==> src/rtl/regfile_mp_sb.sv <==
// Multi-port integer register file with a write-back scoreboard (pending bit per register).
// Optional write-through forwarding when REGFILE_BYPASS_EN is defined.
module regfile_mp_sb #(
  parameter  int XLEN  = 32,
  parameter  int NREGS = 32,
  parameter  int NRD   = 2,
  localparam int AW    = $clog2(NREGS)
) (
  input  logic                clk,
  input  logic                rst,
  input  logic [NRD*AW-1:0]   rs_addr,
  output logic [NRD*XLEN-1:0] rs_data,
  output logic [NRD-1:0]      rs_busy,
  input  logic                iss_valid,
  input  logic [AW-1:0]       iss_rd,
  input  logic                wa_en,
  input  logic [AW-1:0]       wa_rd,
  input  logic [XLEN-1:0]     wa_data,
  input  logic                wb_en,
  input  logic [AW-1:0]       wb_rd,
  input  logic [XLEN-1:0]     wb_data,
  input  logic                flush,
  output logic [AW:0]         pend_cnt
);

  logic [XLEN-1:0]  regs [NREGS];
  logic [NREGS-1:0] pending;
  logic [NREGS-1:0] pend_nxt;
  logic [AW:0]      cnt_nxt;

  always_comb begin
    pend_nxt = pending;
    cnt_nxt  = '0;
    for (int unsigned r = 1; r < NREGS; r++) begin
      if (flush)
        pend_nxt[r] = 1'b0;
      else if (iss_valid && iss_rd == AW'(r))
        pend_nxt[r] = 1'b1;
      else if ((wa_en && wa_rd == AW'(r)) || (wb_en && wb_rd == AW'(r)))
        pend_nxt[r] = 1'b0;
    end
    pend_nxt[0] = 1'b0;
    for (int unsigned r = 0; r < NREGS; r++)
      cnt_nxt = cnt_nxt + (AW+1)'(pend_nxt[r]);
  end

  // Port B is written after port A so it wins a same-address collision.
  always_ff @(posedge clk) begin
    if (rst) begin
      regs     <= '{default: '0};
      pending  <= '0;
      pend_cnt <= '0;
    end else begin
      pending  <= pend_nxt;
      pend_cnt <= cnt_nxt;
      if (wa_en && wa_rd != '0) regs[wa_rd] <= wa_data;
      if (wb_en && wb_rd != '0) regs[wb_rd] <= wb_data;
    end
  end

  // regs[0] is never written, so address 0 reads as zero without a special case.
  always_comb begin
    rs_data = '0;
    rs_busy = '0;
    if (!rst) begin
      for (int unsigned i = 0; i < NRD; i++) begin
        rs_data[i*XLEN +: XLEN] = regs[rs_addr[i*AW +: AW]];
        rs_busy[i]              = pending[rs_addr[i*AW +: AW]];
`ifdef REGFILE_BYPASS_EN
        if (rs_addr[i*AW +: AW] != '0) begin
          if (wb_en && wb_rd == rs_addr[i*AW +: AW]) begin
            rs_data[i*XLEN +: XLEN] = wb_data;
            rs_busy[i]              = 1'b0;
          end else if (wa_en && wa_rd == rs_addr[i*AW +: AW]) begin
            rs_data[i*XLEN +: XLEN] = wa_data;
            rs_busy[i]              = 1'b0;
          end
        end
`endif
      end
    end
  end

endmodule
==> config.mk <==
export PLATFORM = sky130hd
export DESIGN_NAME = regfile_mp_sb
export DESIGN_NICKNAME = d
export VERILOG_FILES = /design/src/rtl/regfile_mp_sb.sv
export SDC_FILE = /design/constraint.sdc
export NUM_CORES = 2
export LEC_CHECK = 0
export CAP_MARGIN = 10
export CORE_ASPECT_RATIO = 0.8
export CORE_MARGIN = 10
export CORE_UTILIZATION = 30
export CTS_BUF_LIST = sky130_fd_sc_hd__clkbuf_8 sky130_fd_sc_hd__clkbuf_16
export DETAILED_ROUTE_END_ITERATION = 7
export GPL_ROUTABILITY_DRIVEN = 0
export PLACE_DENSITY = 0.55
export SLEW_MARGIN = 0
export SYNTH_ARGS = -nofsm -noshare
export SYNTH_HDL_FRONTEND = slang
export SYNTH_SLANG_ARGS = --single-unit
==> constraint.sdc <==
create_clock -name clk -period 13.8 [get_ports clk]
set_input_delay 2.07 -clock clk [delete_from_list [all_inputs] [get_ports clk]]
set_output_delay 2.07 -clock clk [all_outputs]
set_load 0.01 [all_outputs]
# After elaboration in Yosys (flattened, before gate mapping)
# Cells that the tools add are included.
# totals
wordCells	414
ramBits	0
latchBits	0
register_bits	1062
out_inout_bits	72
n_memories	0
rom_bits	0
# op_classes
n_reduce_logical	130
n_eq_ne	93
mux	114
mul	0
addsub	30
shift	0
bitwise_logic	4
order_cmp	8
n_div	0
# op_table
op	n
$mux W1024	3
$bwmux W1024	2
$bmux W32 S5	2
$demux W32 S5	2
$eq A5 B5 Y1 const B	48
$mux W32	6
$add A6 B1 Y6	25
$eq A5 B4 Y1 const B	24
$logic_and A1 B1 Y1	97
$mux W1	95
$mux W64	1
$eq A5 B3 Y1 const B	12
$logic_or A1 B1 Y1	31
$eq A5 B2 Y1 const B	6
$ge A6 B6 Y1 const B	4
$not A5 Y6	4
$eq A5 B1 Y1 const B	3
$lt A5 B6 Y1 const B	2
$lt A6 B1 Y1 const B	2
$bmux W1 S5	2
$reduce_bool A5 Y1	2
$add A5 B1 Y6	1
$add A4 B1 Y5	1
$add A3 B1 Y4	1
other kinds (3)	3

# Logic depth before layout (Yosys ltp)
# depth
ltp_word	36
depth_mapped	24
ltp_nobuf	21

# Least setup slack after synthesis
# No wires, ideal clock.
# synth_path
path_kind	input to register
from	input port wa_rd[4]
to	register pend_cnt[4]
path_buffers	3
required_time_ns	13.672
setup_slack_ns	6.113
arrival_ns	7.559
cell_stages	23
path_cell_list	buf_2 buf_2 and4b_1 nand2_1 clkbuf_1 a32oi_1 nor2_1 fa_1 inv_1 fa_1 inv_1 fa_1 inv_1 fa_1 fa_1 fa_1 fa_1 inv_1 fa_1 a21o_1 a21oi_1 xor2_1 nor2_1
# synth_between
word_cells_on_any_way	216
cone_classes	add/sub (30); eq/ne (31); mux (93); reduce/logical (62)
# synth_lines
item	line	source
start: declaration	17	input logic [AW-1:0] wa_rd,
$eq A5 B5 Y1	39	else if ((wa_en && wa_rd == AW'(r)) || (wb_en && wb_rd == AW'(r)))
$logic_and A1 B1 Y1	39	
$logic_or A1 B1 Y1	39	
$mux W1	39	
$mux W1	37	else if (iss_valid && iss_rd == AW'(r))
$mux W1	35	if (flush)
named net pend_nxt[26]	28	logic [NREGS-1:0] pend_nxt;
$add A6 B1 Y6 (6 in series)	44	cnt_nxt = cnt_nxt + (AW+1)'(pend_nxt[r]);
end signal: assignment	55	pend_cnt <= cnt_nxt;
end: declaration	23	output logic [AW:0] pend_cnt
# The timed path passes the listed nets, and every way through them passes these cells.
# A chain may end at the register's enable or synchronous reset.

# Final worst setup path
# layout_path
from	input port wa_rd[3]
to	register pend_cnt[4]
# layout_between
elab_chain_len	36
word_cells_on_any_way	216
cone_classes	add/sub (30); eq/ne (31); mux (93); reduce/logical (62)
# layout_rtl
item	line
$eq A5 B2 Y1	39
$logic_and A1 B1 Y1	39
$logic_or A1 B1 Y1	39
$mux W1	39
$mux W1	37
$mux W1	35
named net pend_nxt[2]	28
$add A1 B1 Y2	44
$add A2 B1 Y3	44
$add A3 B1 Y4	44
$add A4 B1 Y5	44
$add A5 B1 Y6	44
$add A6 B1 Y6 (25 in series)	44
# The timed path passes the listed nets, and every way through them passes these cells.

==> results.md <==
* Status: completed
* Crit path max-delay cell type: clkdlybuf4s50_1
* Max frequency at 106 MHz
* Routed len/inst at 33.5 um
* Total CTS buffers at 113
* Ys flop type: dfxtp_1
* Final Hold Fails at 0
* Sink Count at 1061
* Worst EP arrival at 10.09 ns
* I/O Pins at 167
* CP Capture Type: flop
* Synth Warn # at 0
* Fill cell count at 21026
* Vias in the first global route at 60725
* PwrDens at 104 nW/um2
* Synth Cell Area at 63300 um2
* Drt total wl at 325000 um
* Drt drc at 0
* Vias per cell at 6.77
* CTS tree: built
* CP Launch Type: input pin
* Max incr delay on CP at 1.00 ns
* Max Cap Viol at 0
* Initial antenna violation count at 20
* Crit path max-delay family: adder cells
* CP dominant cell by count: fa_1
* Clk slew on worst S/H paths at 0.06 ns
* Core Area at 209000 um2
* Setup slack after layout at 4.34 ns
* Endpoints failing setup at 0
* Synth unique cells at 53
* Async set or reset register ratio after synthesis at 0%
* Final Util at 33.7%
* Critical path cell sequence: clkdlybuf4s50_1 > nor4b_4 > buf_4 > nand2_2 > a32oi_1 > nor2_1 > fa_1 > inv_1 > fa_1 > fa_1 > fa_1 > fa_1 > fa_1 > fa_1 > inv_1 > fa_1 > a21o_1 > a21oi_1 > xor2_1 > nor2_1
* Post-route ant nets at 0
* Root buf cell: clkbuf_16
* Fin. max-slew vios at 0
* Post-CTS Setup Bufs at 0
* Hold path depth at 1
* Clk_skew at 0.0260 ns
* 1st-iter DRT viols at 11825
* Number of port buffers at 166
* WS Path Type: input pin to flop
* Starting density of the core at 30.2%
* Area occupied by multi-input gates at 38400 um2
* Post_cts resized at 0
* Unrepaired setup endpoints after global routing: no
* Period utilization at 68.6%
* Setup TNS at 0 ns
* Worst R2R Setup Slack at 8.32 ns
* 1st-pass router iterations at 7
* H-tree depth at 3
* Min Tclk post-route at 9.46 ns
* Nets@finish at 6927
* Buf/Inv on CP at 4
* CP Max Fanout at 33
* Reg-to-reg endpoint: pend_cnt[4]$_SDFF_PP0_
* Die ar. at 230000 um2
* Die height at 431 um
* Worst Hold End: regs[996]$_SDFF_PP0_
* P_leak at 22.4 nW
* HPWL after DPL at 193000 um
* Fraction of layout cells with a size suffix above 1 at 15.0%
* Design Power at 7.31 mW
* CTS max path bufs at 3
* First-pass GRT wire length at 458000 um
* Die Wd at 533 um
* Relative slew margins at 3.96%
* # rows at 150
* Reg2reg start: pending[20]$_SDFF_PP0_
* Worst EP required at 14.43 ns
* Worst hold slack at 0.480 ns
* Dpl ws at 3.83 ns
* Skew-Pair Late Insertion Delay at 0.78 ns
* Seq cells post-synth at 1061
* R2R cell count at 17
* VDD IR max at 97.5 uV
* Number of synthesized flops with an enable pin at 0
* Register area at 21200 um2
* Total GRT Usage at 26.6%
* Synth Instances at 7231
* Post-Syn Nets at 7356
* Mean Syn Cell Area at 8.75 um2
* Hold WC Path Type: flop to flop
* GRT overflow at 0
* Worst-Margin Slew at 1.44 ns
* Via count at 65802
* Hold Crit Start: regs[996]$_SDFF_PP0_
* Largest net degree at the start of global routing at 201
* P&R area growth vs syn at 11.5%
* # hold bufs at CTS at 0
* Seq/Total Area, Yosys at 33.6%
[through the flow]
step / area [um2] / cells
after floorplan: 63300 / 7231
after global placement: 66800 / 9495
after detailed placement: 66800 / 9496
after CTS: 70500 / 9704
after global routing: 70600 / 9711
final: 70600 / 9718
[report_power, final]
part	switching (mW)	internal, mW
clock	1.44	1.74
combinational	0.673	0.284
sequential	0.0473	3.12
[sequential cells by signal, summed over array words and instances, names as in the netlist]
signal and count:
regs 1024, pend_cnt 6, pending 31
[layout by cell type (no fill, tap or decap), drive strengths merged, types with 29 or more instances in the layout]
master,n
nor2b,46
inv,63
a32oi,33
a31oi,66
nor3,293
clkbuf,139
a221o,64
o21ai,47
nand3,366
clkdlybuf4s50,154
mux2i,258
clkinv,29
nand2,1209
mux4,462
a221oi,303
a22oi,68
dfxtp,1061
buf,251
a311oi,734
nor2,1085
[routing by layer]
metal  share of wire, %  vias up  track usage [%]
met4                7.1       28             15.5
met2                 40     5764             37.2
met3                 15     1157             9.40
met5              0.097        -                0
met1                 38    32487             35.1
li1                   -    26366                -
[worst max path at each step]
stage	slack [ns]	cells after the start	to	from
2_1_floorplan	6.11	23	pend_cnt[4]$_SDFF_PP0_	wa_rd[4]
3_3_place_gp	3.83	19	pend_cnt[4]$_SDFF_PP0_	wa_rd[3]
3_5_place_dp	3.83	21	pend_cnt[4]$_SDFF_PP0_	wa_rd[3]
4_1_cts	4.59	21	pend_cnt[4]$_SDFF_PP0_	wa_rd[3]
5_1_grt	4.28	21	pend_cnt[4]$_SDFF_PP0_	wa_rd[3]
6_report	4.34	20	pend_cnt[4]$_SDFF_PP0_	wa_rd[3]
[cells in the mapped netlist (all sizes together), types with 66 or more instances]
cell	n	area, um2
nor3	293	1470
mux4	462	10400
nand2	1209	4540
a221oi	303	2650
a22oi	68	510
nand3	366	1830
a311oi	734	6430
mux2i	258	2580
buf	289	1450
a31oi	66	413
nor2	1085	4080
dfxtp	1061	21200
clkbuf	661	2480
[area by class of cell]
| cell class | instances | share of cell area [%] |
|---|---|---|
| diodes | 11 | 0.0390 |
| clock buffers | 138 | 4.53 |
| clock inverters | 70 | 0.743 |
| inverters | 30 | 0.167 |
| multi-input cells | 5190 | 54.3 |
| flip-flops and latches | 1061 | 30.1 |
| well taps | 2812 | 4.99 |
| repair buffers | 406 | 5.10 |
[logic make-up after synthesis]
group	Yosys count	share of synthesized area, %
AOI/OAI and AO/OA	1364	18.3
xor gates and xnor gates	2	0.0277
adders and majority gates	30	0.866
buffers and inverters	980	6.40
DFF	1061	33.6
muxes	722	20.6
and+or+nand+nor	3072	20.2
[worst reg2reg max path, delay by kind of cell, from the launching register on]
kind                       cells  cell delay [ns]
DFF                            1             0.35
AOI/OAI and AO/OA              3             0.51
xor gates and xnor gates       1             0.17
adders and majority gates      8             3.75
and+or+nand+nor                2             0.40
buffers and inverters          3             0.18
No activity file was read; power rests on OpenSTA's default activity.
